File: src/rtl/stream_range_slicer_if.sv
// Register bus and in/out stream handshakes for stream_range_slicer.
// The slave modport is the slicer's view; master is the driver's view.
interface stream_range_slicer_if #(
    parameter int DATA_W = 64
);
    logic [31:0]       i_user_data;
    logic [19:0]       i_user_addr;
    logic              i_user_wr_req;
    logic              i_user_rd_req;
    logic [31:0]       o_user_data;
    logic              o_user_rd_ack;

    logic              i_str_valid;
    logic              o_str_ack;
    logic [DATA_W-1:0] i_str_data;
    logic              o_str_valid;
    logic              i_str_ack;
    logic [DATA_W-1:0] o_str_data;

    modport slave (
        input  i_user_data, i_user_addr, i_user_wr_req, i_user_rd_req,
        output o_user_data, o_user_rd_ack,
        input  i_str_valid, i_str_data, i_str_ack,
        output o_str_ack, o_str_valid, o_str_data
    );

    modport master (
        output i_user_data, i_user_addr, i_user_wr_req, i_user_rd_req,
        input  o_user_data, o_user_rd_ack,
        output i_str_valid, i_str_data, i_str_ack,
        input  o_str_ack, o_str_valid, o_str_data
    );
endinterface

File: src/rtl/stream_range_slicer.sv
// Per-lane range slicer (zero / clamp / pass / binarize) on a one-stage stream
// register, with a saturating out-of-range lane counter and a small register file.
module stream_range_slicer_lane #(
    parameter int LANE_W = 8
) (
    input  logic [LANE_W-1:0] x,
    input  logic [LANE_W-1:0] lower,
    input  logic [LANE_W-1:0] upper,
    input  logic [1:0]        mode,
    output logic [LANE_W-1:0] y,
    output logic              oor
);
    logic in_rng;

    // Strict bounds: lower >= upper leaves no value in range.
    assign in_rng = (lower < x) && (x < upper);
    assign oor    = ~in_rng;

    always_comb begin
        y = x;
        case (mode)
            2'd0: y = in_rng ? x : '0;
            2'd1: begin
                if (lower >= upper || x <= lower) y = lower;
                else if (x >= upper)              y = upper;
                else                              y = x;
            end
            2'd3: y = in_rng ? '1 : '0;
            default: y = x;
        endcase
    end
endmodule

module stream_range_slicer #(
    parameter int          DATA_W   = 64,
    parameter int          LANE_W   = 8,
    parameter logic [31:0] ID_VALUE = 32'h5A1C_0002
) (
    input  logic                  i_user_clk,
    input  logic                  i_rst,
    stream_range_slicer_if.slave  bus
);
    localparam int N  = DATA_W / LANE_W;
    localparam int CW = $clog2(N + 1);
    localparam logic [LANE_W-1:0] LO_RST = LANE_W'(64);
    localparam logic [LANE_W-1:0] HI_RST = LANE_W'(192);

    logic [LANE_W-1:0]         lower, upper;
    logic [1:0]                mode;
    logic [31:0]               oor_cnt;
    logic [N-1:0][LANE_W-1:0]  lane_out;
    logic [N-1:0]              lane_oor;
    logic [CW-1:0]             oor_num;
    logic [32:0]               cnt_sum;
    logic [31:0]               cnt_next, rd_mux;
    logic [7:0]                reg_addr;
    logic                      in_xfer, wr_lo, wr_hi, wr_mode, wr_cnt;
    logic                      unused_addr;

    genvar k;
    generate
        for (k = 0; k < N; k++) begin : g_lane
            stream_range_slicer_lane #(.LANE_W(LANE_W)) u_lane (
                .x     (bus.i_str_data[k*LANE_W +: LANE_W]),
                .lower (lower),
                .upper (upper),
                .mode  (mode),
                .y     (lane_out[k]),
                .oor   (lane_oor[k])
            );
        end
    endgenerate

    // Output register is empty during reset, so the input side stays ready.
    assign bus.o_str_ack = ~i_rst | ~bus.o_str_valid | bus.i_str_ack;
    assign in_xfer       = i_rst & bus.i_str_valid & bus.o_str_ack;

    always_comb begin
        oor_num = '0;
        for (int i = 0; i < N; i++) oor_num = oor_num + CW'(lane_oor[i]);
    end

    assign cnt_sum  = {1'b0, oor_cnt} + 33'(oor_num);
    assign cnt_next = cnt_sum[32] ? '1 : cnt_sum[31:0];

    assign reg_addr    = bus.i_user_addr[7:0];
    assign unused_addr = ^bus.i_user_addr[19:8];
    assign wr_lo   = bus.i_user_wr_req && reg_addr == 8'h00;
    assign wr_hi   = bus.i_user_wr_req && reg_addr == 8'h04;
    assign wr_mode = bus.i_user_wr_req && reg_addr == 8'h08;
    assign wr_cnt  = bus.i_user_wr_req && reg_addr == 8'h0C;

    always_ff @(posedge i_user_clk) begin
        if (!i_rst) begin
            bus.o_str_valid <= 1'b0;
            bus.o_str_data  <= '0;
        end else if (bus.o_str_ack) begin
            bus.o_str_valid <= bus.i_str_valid;
            if (bus.i_str_valid) bus.o_str_data <= lane_out;
        end
    end

    always_ff @(posedge i_user_clk) begin
        if (!i_rst) begin
            lower <= LO_RST;
            upper <= HI_RST;
            mode  <= 2'd0;
        end else begin
            if (wr_lo)   lower <= bus.i_user_data[LANE_W-1:0];
            if (wr_hi)   upper <= bus.i_user_data[LANE_W-1:0];
            if (wr_mode) mode  <= bus.i_user_data[1:0];
        end
    end

    // A clear write beats an increment landing in the same cycle.
    always_ff @(posedge i_user_clk) begin
        if (!i_rst)       oor_cnt <= '0;
        else if (wr_cnt)  oor_cnt <= '0;
        else if (in_xfer) oor_cnt <= cnt_next;
    end

    always_comb begin
        rd_mux = '0;
        case (reg_addr)
            8'h00: rd_mux[LANE_W-1:0] = lower;
            8'h04: rd_mux[LANE_W-1:0] = upper;
            8'h08: rd_mux[1:0]        = mode;
            8'h0C: rd_mux             = oor_cnt;
            8'h10: rd_mux             = ID_VALUE;
            default: rd_mux = '0;
        endcase
    end

    always_ff @(posedge i_user_clk) begin
        if (!i_rst) begin
            bus.o_user_rd_ack <= 1'b0;
            bus.o_user_data   <= '0;
        end else begin
            bus.o_user_rd_ack <= bus.i_user_rd_req;
            if (bus.i_user_rd_req) bus.o_user_data <= rd_mux;
        end
    end
endmodule
File: src/flat_wrapper.sv
// flat-port wrapper written by rule: the top's interface ports become plain ports
module stream_range_slicer_flat 
#(
    parameter int          DATA_W   = 64,
    parameter int          LANE_W   = 8,
    parameter logic [31:0] ID_VALUE = 32'h5A1C_0002
)
  (i_user_clk, i_rst, bus_i_user_data, bus_i_user_addr, bus_i_user_wr_req, bus_i_user_rd_req, bus_o_user_data, bus_o_user_rd_ack, bus_i_str_valid, bus_i_str_data, bus_i_str_ack, bus_o_str_ack, bus_o_str_valid, bus_o_str_data);
  stream_range_slicer_if #(.DATA_W(DATA_W)) bus_i ();
  input  logic i_user_clk;
  input  logic i_rst;
  input wire logic [$bits(bus_i.i_user_data)-1:0] bus_i_user_data;
  input wire logic [$bits(bus_i.i_user_addr)-1:0] bus_i_user_addr;
  input wire logic [$bits(bus_i.i_user_wr_req)-1:0] bus_i_user_wr_req;
  input wire logic [$bits(bus_i.i_user_rd_req)-1:0] bus_i_user_rd_req;
  output wire logic [$bits(bus_i.o_user_data)-1:0] bus_o_user_data;
  output wire logic [$bits(bus_i.o_user_rd_ack)-1:0] bus_o_user_rd_ack;
  input wire logic [$bits(bus_i.i_str_valid)-1:0] bus_i_str_valid;
  input wire logic [$bits(bus_i.i_str_data)-1:0] bus_i_str_data;
  input wire logic [$bits(bus_i.i_str_ack)-1:0] bus_i_str_ack;
  output wire logic [$bits(bus_i.o_str_ack)-1:0] bus_o_str_ack;
  output wire logic [$bits(bus_i.o_str_valid)-1:0] bus_o_str_valid;
  output wire logic [$bits(bus_i.o_str_data)-1:0] bus_o_str_data;
  assign bus_i.i_user_data = bus_i_user_data;
  assign bus_i.i_user_addr = bus_i_user_addr;
  assign bus_i.i_user_wr_req = bus_i_user_wr_req;
  assign bus_i.i_user_rd_req = bus_i_user_rd_req;
  assign bus_o_user_data = bus_i.o_user_data;
  assign bus_o_user_rd_ack = bus_i.o_user_rd_ack;
  assign bus_i.i_str_valid = bus_i_str_valid;
  assign bus_i.i_str_data = bus_i_str_data;
  assign bus_i.i_str_ack = bus_i_str_ack;
  assign bus_o_str_ack = bus_i.o_str_ack;
  assign bus_o_str_valid = bus_i.o_str_valid;
  assign bus_o_str_data = bus_i.o_str_data;
  stream_range_slicer #(.DATA_W(DATA_W), .LANE_W(LANE_W), .ID_VALUE(ID_VALUE)) u_core (.i_user_clk(i_user_clk), .i_rst(i_rst), .bus(bus_i));
endmodule
File: config.mk
export PLATFORM = sky130hd
export DESIGN_NAME = stream_range_slicer_flat
export DESIGN_NICKNAME = d
export VERILOG_FILES = /design/src/rtl/stream_range_slicer_if.sv /design/src/rtl/stream_range_slicer.sv /design/src/flat_wrapper.sv
export SDC_FILE = /design/constraint.sdc
export NUM_CORES = 1
export LEC_CHECK = 0
export ABC_AREA = 1
export CAP_MARGIN = 0
export CORE_MARGIN = 5
export CORE_UTILIZATION = 55
export CTS_BUF_LIST = sky130_fd_sc_hd__clkbuf_4 sky130_fd_sc_hd__clkbuf_8
export DETAILED_ROUTE_END_ITERATION = 10
export DONT_BUFFER_PORTS = 1
export PLACE_DENSITY = 0.7
export SKIP_LAST_GASP = 1
export SLEW_MARGIN = 20
export SYNTH_ARGS = -nofsm -noshare
export SYNTH_HDL_FRONTEND = slang
export SYNTH_SLANG_ARGS = --single-unit
File: constraint.sdc
create_clock -name i_user_clk -period 7.48 [get_ports i_user_clk]
set_input_delay 0.748 -clock i_user_clk [delete_from_list [all_inputs] [get_ports i_user_clk]]
set_output_delay 0.748 -clock i_user_clk [all_outputs]
set_load 0.02 [all_outputs]
==> results of run 1 <==
power breakdown:
| part | internal, W | switching [W] | leakage, nW |
|---|---|---|---|
| Combinational | 0.000176 | 0.000303 | 5.78 |
| Sequential | 0.000816 | 0.0000503 | 1.20 |
| Clock | 0.000286 | 0.000404 | 0.208 |
layout make-up:
| type | count | area, um2 |
|---|---|---|
| fill | 2518 | 10100 |
| multi-input combinational | 1817 | 9550 |
| sequential | 148 | 2960 |
| inverter | 240 | 901 |
| tap | 324 | 405 |
| clock buffer | 17 | 234 |
| clock inverter | 15 | 181 |
| timing repair buffer | 23 | 173 |
routing by layer:
| layer | vias up | global-route usage [%] | share of wire [%] |
|---|---|---|---|
| met5 | - | 0 | 0 |
| met4 | 0 | 13.0 | 3.8 |
| met3 | 149 | 8.35 | 11 |
| met2 | 796 | 49.4 | 42 |
| met1 | 6887 | 44.9 | 43 |
| li1 | 7469 | - | - |
sequential cells by signal, summed over array words and instances (netlist names):
register and count:
u_core.lower 8, u_core.bus.o_user_data 32, u_core.upper 8, u_core.oor_cnt 32
u_core.bus.o_str_valid 1, u_core.bus.o_str_data 64, u_core.bus.o_user_rd_ack 1, u_core.mode 2
stage by stage:
step | power [W] | utilization [%] | area (um2)
6_report | 0.00204 | 58.9 | 14400
4_1_cts | 0.00203 | 58.9 | 14400
3_5_place_dp | 0.00135 | 57.2 | 14000
5_1_grt | 0.00216 | 58.9 | 14400
3_3_place_gp | 0.00134 | 57.2 | 14000
2_1_floorplan | 0.00126 | - | 13700
cells by family (layout without fill, tap and decap cells):
group	count (synthesis)	after routing	share of synthesized area, %
xor+xnor	22	22	1.40
fa+ha+maj	148	148	13.8
simple gates	1259	1259	39.1
flops	148	148	21.6
buf+inv	321	295	8.98
compound gates	388	388	15.2
cells in the mapped netlist (3+ instances only):
master / number
a21o_1: 14
a21oi_1: 225
a21oi_2: 15
buf_1: 4
buf_2: 14
clkbuf_1: 61
clkinv_1: 10
dfxtp_1: 148
fa_1: 5
ha_1: 143
inv_1: 227
inv_2: 3
nand2_1: 784
nand2_2: 5
nand3_1: 107
nand3b_1: 3
nand4_1: 123
nand4_2: 5
nor2_1: 197
nor2_2: 5
nor3_1: 19
o211ai_1: 5
o21ai_0: 116
o221ai_1: 8
or2_2: 3
xnor2_1: 10
xor2_1: 12
path summary, 6_finish.rpt:
kind | from | depth (start not counted) | end | slack, ns
setup reg to reg | u_core.upper[1] | 26 | u_core.oor_cnt[31] | 1.14
setup / recovery | u_core.upper[1] | 26 | u_core.oor_cnt[31] | 1.14
hold reg to reg | u_core.oor_cnt[9] | 2 | u_core.bus.o_user_data[9] | 0.52
hold / removal | bus_i_user_rd_req | 1 | u_core.bus.o_user_data[29] | 0.34
worst max-delay path: cells and delay by family, from the launching register on:
kind | cells | cell delay, ns
adders and majority gates | 7 | 3.15
and+or+nand+nor | 11 | 1.34
AOI/OAI and AO/OA | 3 | 0.77
buffers and inverters | 5 | 0.68
DFF | 1 | 0.35
==> summary.md, run 1 <==
| Metric | Value |
|---|---|
| Type of origin of the critical path | `register` |
| Inserted Clock Buffers | `17` |
| Non-filler cells, final | `2584` |
| EDFF count, synth | `0` |
| Most frequent cells in the layout | `784 x nand2_1, 227 x inv_1, 225 x a21oi_1, 195 x nor2_1, 148 x dfxtp_1` |
| CTS root buf | `clkbuf_8` |
| Cells after Synth | `2286` |
| Routed wire length | `47200 um` |
| Vias | `15.3k` |
| Hold slack | `0.337 ns` |
| Num rows | `57` |
| Mapped Area | `13700 um2` |
| Pin count of the biggest net entering global routing | `95` |
| Count of different cell masters after synthesis | `39` |
| First-pass GRT wire length | `76000 um` |
| Post_cts resized | `0` |
| # H-tree levels | `4` |
| Slew HR | `29.8%` |
| Post-synth ARST share | `0%` |
| Max Fclk | `158 MHz` |
| Final Skew | `0.0261 ns` |
| Die ar. | `28200 um2` |
| Die Y | `168 um` |
| Syn Area/Cell | `6.01 um2` |
| Final Hold Viols | `0` |
| DRC Markers | `0` |
| Congestion Overflow GR | `0` |
| Most used cell, CP | `nand2_1` |
| Core ar. | `24500 um2` |
| CP Max Fanout | `10` |
| Avg WL per Cell | `18.3 um` |
| Routability cong. | `0.942` |
| Placed Cells | `2552` |
| Synth warn | `0` |
| Layout area overhead | `4.96%` |
| 1st-iter DRT viols | `1703` |
| Mean number of vias per cell | `5.92` |
| Status | `completed` |
| Vias in the first global route | `14.3k` |
| Setup violations, final | `0` |
| Syn_nets | `2556` |
| Power Density | `141 nW/um2` |
| Setup_tns | `0 ns` |
| Pre-CTS setup slack | `1.21 ns` |
| Hold-fix buffers, CTS | `0` |
| Io pins | `221` |
| Post-synth top area share | `21.6%` |
| Post-CTS setup repair buffer count | `0` |
| Critical Path RT | `7.87 ns` |
| Final worst slack | `1.14 ns` |
| Worst-margin pin slew | `1.05 ns` |
| Final Cycle Share | `84.8%` |
| Max incr delay on CP | `0.52 ns` |
| WS Path Type | `register to register` |
| Post-synth top flop | `dfxtp_1` |
| Clock Path Buffers | `2` |
| Nets | `2517` |
| Final ANT Viol Nets | `0` |
| Initial antenna violation count | `0` |
| Maxcap violations | `0` |
| Most common cell after layout, fill and taps aside | `nand2_1` |
| Port bufs | `0` |
| Crit path DAT | `6.73 ns` |
| Clk sink count | `148` |
| Die width | `168 um` |
| Starting density of the core | `56.1%` |
| Register area share after synthesis | `21.6%` |
| HP Class | `input pin to register` |
| CP max stage cell | `fa_1` |
| Final HPWL DP | `33000 um` |
| Diode count | `0` |
| Worst Setup End Kind | `register` |
| Dominant cells by area after synthesis | `dfxtp_1 22%, nand2_1 21%, ha_1 13%, a21oi_1 8.2%, inv_1 6.2%` |
| RSZ-0062 raised after global routing | `no` |
| Seq cells post-synth | `148` |
| Peak supply drop | `148 uV` |
| CTS tree | `yes` |
| GRT Util Overall | `32.8%` |
| Pleak | `7.19 nW` |
| Max-slew violations | `0` |
| Clock-pin transition on the worst setup and hold timing paths | `0.12 ns` |
| DRT Pass-1 Iters | `8` |
| Share of layout cells above drive strength 1 | `4.47%` |
| Synth area leader | `dfxtp_1` |
| Period minus WS final | `6.34 ns` |
| Worst-Skew Late Latency | `0.48 ns` |
(Power assumes the default switching activity.)
==> inputs of run 2 (changes only) <==
==> constraint.sdc (replaced) <==
create_clock -name i_user_clk -period 6.2 [get_ports i_user_clk]
set_input_delay 0.62 -clock i_user_clk [delete_from_list [all_inputs] [get_ports i_user_clk]]
set_output_delay 0.62 -clock i_user_clk [all_outputs]
set_load 0.02 [all_outputs]
==> run 2 against run 1 <==
  * Clock skew rose by 0.00065 ns
  * Clock power rose by 26%
  * Cell count grew 1.2%
  * Critical endpoint is now u_core.oor_cnt[12]
  * Core utilization is 1.2 points higher
  * Worst hold slack got worse by 0.13 ns
  * Highest routed layer unchanged
  * Worst setup slack got worse by 0.75 ns
  * Final area is 2.1% higher
==> summary.md, run 2 (synthesis gave the netlist of run 1 again) <==
| Metric | Value |
|---|---|
| GRT Util Overall | `32.4% (was 32.8%)` |
| Met2 WL | `20400 um (was 20000 um)` |
| Layout area overhead | `7.12% (was 4.96%)` |
| CP Max Fanout | `16 (was 10)` |
| First-pass GRT wire length | `74900 um (was 76000 um)` |
| Worst-Skew Late Latency | `0.50 ns (was 0.48 ns)` |
| CTS tree | `yes (unchanged)` |
| Starting density of the core | `56.1% (unchanged)` |
| Clk sink count | `148 (unchanged)` |
| Final Skew | `0.0267 ns (was 0.0261 ns)` |
| R2R depth | `24 (was 26)` |
| Crit path cell chain | `clkinvlp_4 > ha_1 > nand2_1 > nand2_1 > nand2_1 > nand2_1 > a21oi_1 > nand3_1 > ha_1 > inv_1 > fa_1 > fa_1 > fa_1 > fa_1 > fa_1 > inv_1 > nand2_1 > o21ai_2 > nand2_2 > nor2_4 > nand2_2 > nor2_8 > nand4_4 > a21oi_1` |
| Final HPWL DP | `34000 um (was 33000 um)` |
| Top delay family on crit path | `adder cells (unchanged)` |
| Pleak | `7.33 nW (was 7.19 nW)` |
| WS Path Type | `register to register (unchanged)` |
| Slew HR | `28.6% (was 29.8%)` |
| Nets | `2548 (was 2517)` |
| Hold Path Stages | `1 (unchanged)` |
| Power Density | `170 nW/um2 (was 141 nW/um2)` |
| Die Y | `168 um (unchanged)` |
| Io pins | `221 (unchanged)` |
| Pin count of the biggest net entering global routing | `95 (unchanged)` |
| Port bufs | `0 (unchanged)` |
| Share of layout cells above drive strength 1 | `6.11% (was 4.47%)` |
| Final ANT Viol Nets | `0 (unchanged)` |
| Critical Path Stages | `24 (was 26)` |
| Core ar. | `24500 um2 (unchanged)` |
| Worst Setup End Kind | `register (unchanged)` |
| Top reg by flops | `u_core.bus.o_str_data (unchanged)` |
| Setup_tns | `0 ns (unchanged)` |
| Max reg flops | `64 (unchanged)` |
| Most common cell after layout, fill and taps aside | `nand2_1 (unchanged)` |
| Max-slew violations | `0 (unchanged)` |
| Congestion Overflow GR | `0 (unchanged)` |
| RSZ-0062 raised after global routing | `no (unchanged)` |
| DRT Pass-1 Iters | `6 (was 8)` |
| Inserted Clock Buffers | `17 (unchanged)` |
| Die ar. | `28200 um2 (unchanged)` |
| CTS root buf | `clkbuf_8 (unchanged)` |
| Max incr delay on CP | `0.51 ns (was 0.52 ns)` |
| 1st-iter DRT viols | `1712 (was 1703)` |
| Vias | `15.4k (was 15.3k)` |
| CP max stage cell | `fa_1 (unchanged)` |
| Vias in the first global route | `14.0k (was 14.3k)` |
| Maxcap violations | `0 (unchanged)` |
| Die width | `168 um (unchanged)` |
| DRC Markers | `0 (unchanged)` |
| Final Hold Viols | `0 (unchanged)` |
| Peak supply drop | `128 uV (was 148 uV)` |
| Final Cycle Share | `93.7% (was 84.8%)` |
| Worst reg-to-reg setup slack | `0.39 ns (was 1.14 ns)` |
| Worst path bufs/invs | `3 (was 5)` |
| Critical Path RT | `6.59 ns (was 7.87 ns)` |
| Diode count | `0 (unchanged)` |
| Initial antenna violation count | `0 (unchanged)` |
| Crit path DAT | `6.20 ns (was 6.73 ns)` |
| Routed wire length | `47400 um (was 47200 um)` |
| Status | `completed (unchanged)` |
| Met1 wire length | `20200 um (was 20100 um)` |
| Highest routed layer | `met4 (unchanged)` |
| Total chip power | `0.00250 W (was 0.00204 W)` |
| Avg WL per Cell | `18.1 um (was 18.3 um)` |
| Worst-margin pin slew | `1.06 ns (was 1.05 ns)` |
| # H-tree levels | `4 (unchanged)` |
| Period minus WS final | `5.81 ns (was 6.34 ns)` |
| Max Fclk | `172 MHz (was 158 MHz)` |
| Type of origin of the critical path | `register (unchanged)` |
| Setup violations, final | `0 (unchanged)` |
| Routability cong. | `0.959 (was 0.942)` |
| HP Class | `input pin to register (unchanged)` |
| Most frequent cells in the layout | `784 x nand2_1, 225 x inv_1, 225 x a21oi_1, 194 x nor2_1, 147 x dfxtp_1 (was 784 x nand2_1, 227 x inv_1, 225 x a21oi_1, 195 x nor2_1, 148 x dfxtp_1)` |
| Clock-pin transition on the worst setup and hold timing paths | `0.12 ns (about the same)` |
| Num rows | `57 (unchanged)` |
| Clock Path Buffers | `2 (unchanged)` |
| Mean number of vias per cell | `5.90 (was 5.92)` |
| Met3 Routed Length | `5280 um (about the same)` |
| Largest registers | `u_core.bus.o_str_data x64, u_core.bus.o_user_data x32, u_core.oor_cnt x32 (unchanged)` |
## run 2: changes by cell type in the layout (fill, tap and decap cells not counted), moves of 2 or more
cell,change
clkinv_1,-4
clkinv_8,+4
inv_8,-4
buf_4,+30
clkinvlp_4,+5
inv_1,-2
## run 2: repair_timing
action,CTS,global route
buffers inserted,0,11
hold buffers,0,0
endpoints found under the setup margin,0,24
gates resized for setup,0,10
## run 2: worst register-to-register path: stages (launching register included)
cell and delay [ns]:
dfxtp_1 0.38, clkinvlp_4 0.23, ha_1 0.37, nand2_1 0.08
nand2_1 0.04, nand2_1 0.05, nand2_1 0.06, a21oi_1 0.18
nand3_1 0.17, ha_1 0.34, inv_1 0.05, fa_1 0.51
fa_1 0.44, fa_1 0.43, fa_1 0.50, fa_1 0.44
inv_1 0.07, nand2_1 0.05, o21ai_2 0.22, nand2_2 0.14
nor2_4 0.14, nand2_2 0.12, nor2_8 0.16, nand4_4 0.28
a21oi_1 0.25
## run 2: through the flow
step                      setup slack, ns  utilization, %  area, um2  instances  hold slack, ns
after floorplan                     0.520               -      13700       2286           0.464
after global placement              0.430            57.8      14100       2572           0.498
after detailed placement            0.306            57.8      14100       2572           0.502
after CTS                           0.275            59.6      14600       2604           0.188
after global routing               0.0153            60.1      14700       2615           0.178
final                               0.391            60.1      14700       2615           0.204
## run 2: worst paths after layout
check                                        start                    endpoint
worst max-delay path               u_core.upper[1]          u_core.oor_cnt[12]
worst min register to register  u_core.oor_cnt[10]  u_core.bus.o_user_data[10]
worst min-delay path             bus_i_user_rd_req  u_core.bus.o_user_data[21]
worst max register to register     u_core.upper[1]          u_core.oor_cnt[12]
## run 2: cell type report
cell class              instances  area (um2)
inverters                     240         923
flip-flops and latches        148        2960
well taps                     324         405
clock buffers                  17         234
clock inverters                15         210
repair buffers                 54         409
fillers                      2478        9750
multi-input cells            1817        9560
## run 2: power by group
group	switching (W)	internal, W	total [W]	leakage, nW
clock network	0.000514	0.000352	0.000866	0.219
logic	0.000373	0.000218	0.000591	5.91
registers	0.0000605	0.000985	0.00105	1.20
total	0.000947	0.00155	0.00250	7.33
## run 2: metal layers
metal  global-route usage (%)  vias up
met5                        0        -
met4                     10.9        0
met3                     7.90      120
met2                     50.0      744
met1                     44.3     7020
li1                         -     7537
==> inputs of run 3 (changes only) <==
--- a/config.mk
+++ b/config.mk
@@ -6,6 +6,7 @@
 export NUM_CORES = 1
 export LEC_CHECK = 0
 export ABC_AREA = 1
+export ABC_CLOCK_PERIOD_IN_PS = 6200
 export CAP_MARGIN = 0
 export CORE_MARGIN = 5
 export CORE_UTILIZATION = 55
==> results of run 3 <==
The final DEF is identical to that of run 2; final timing and power are the same.
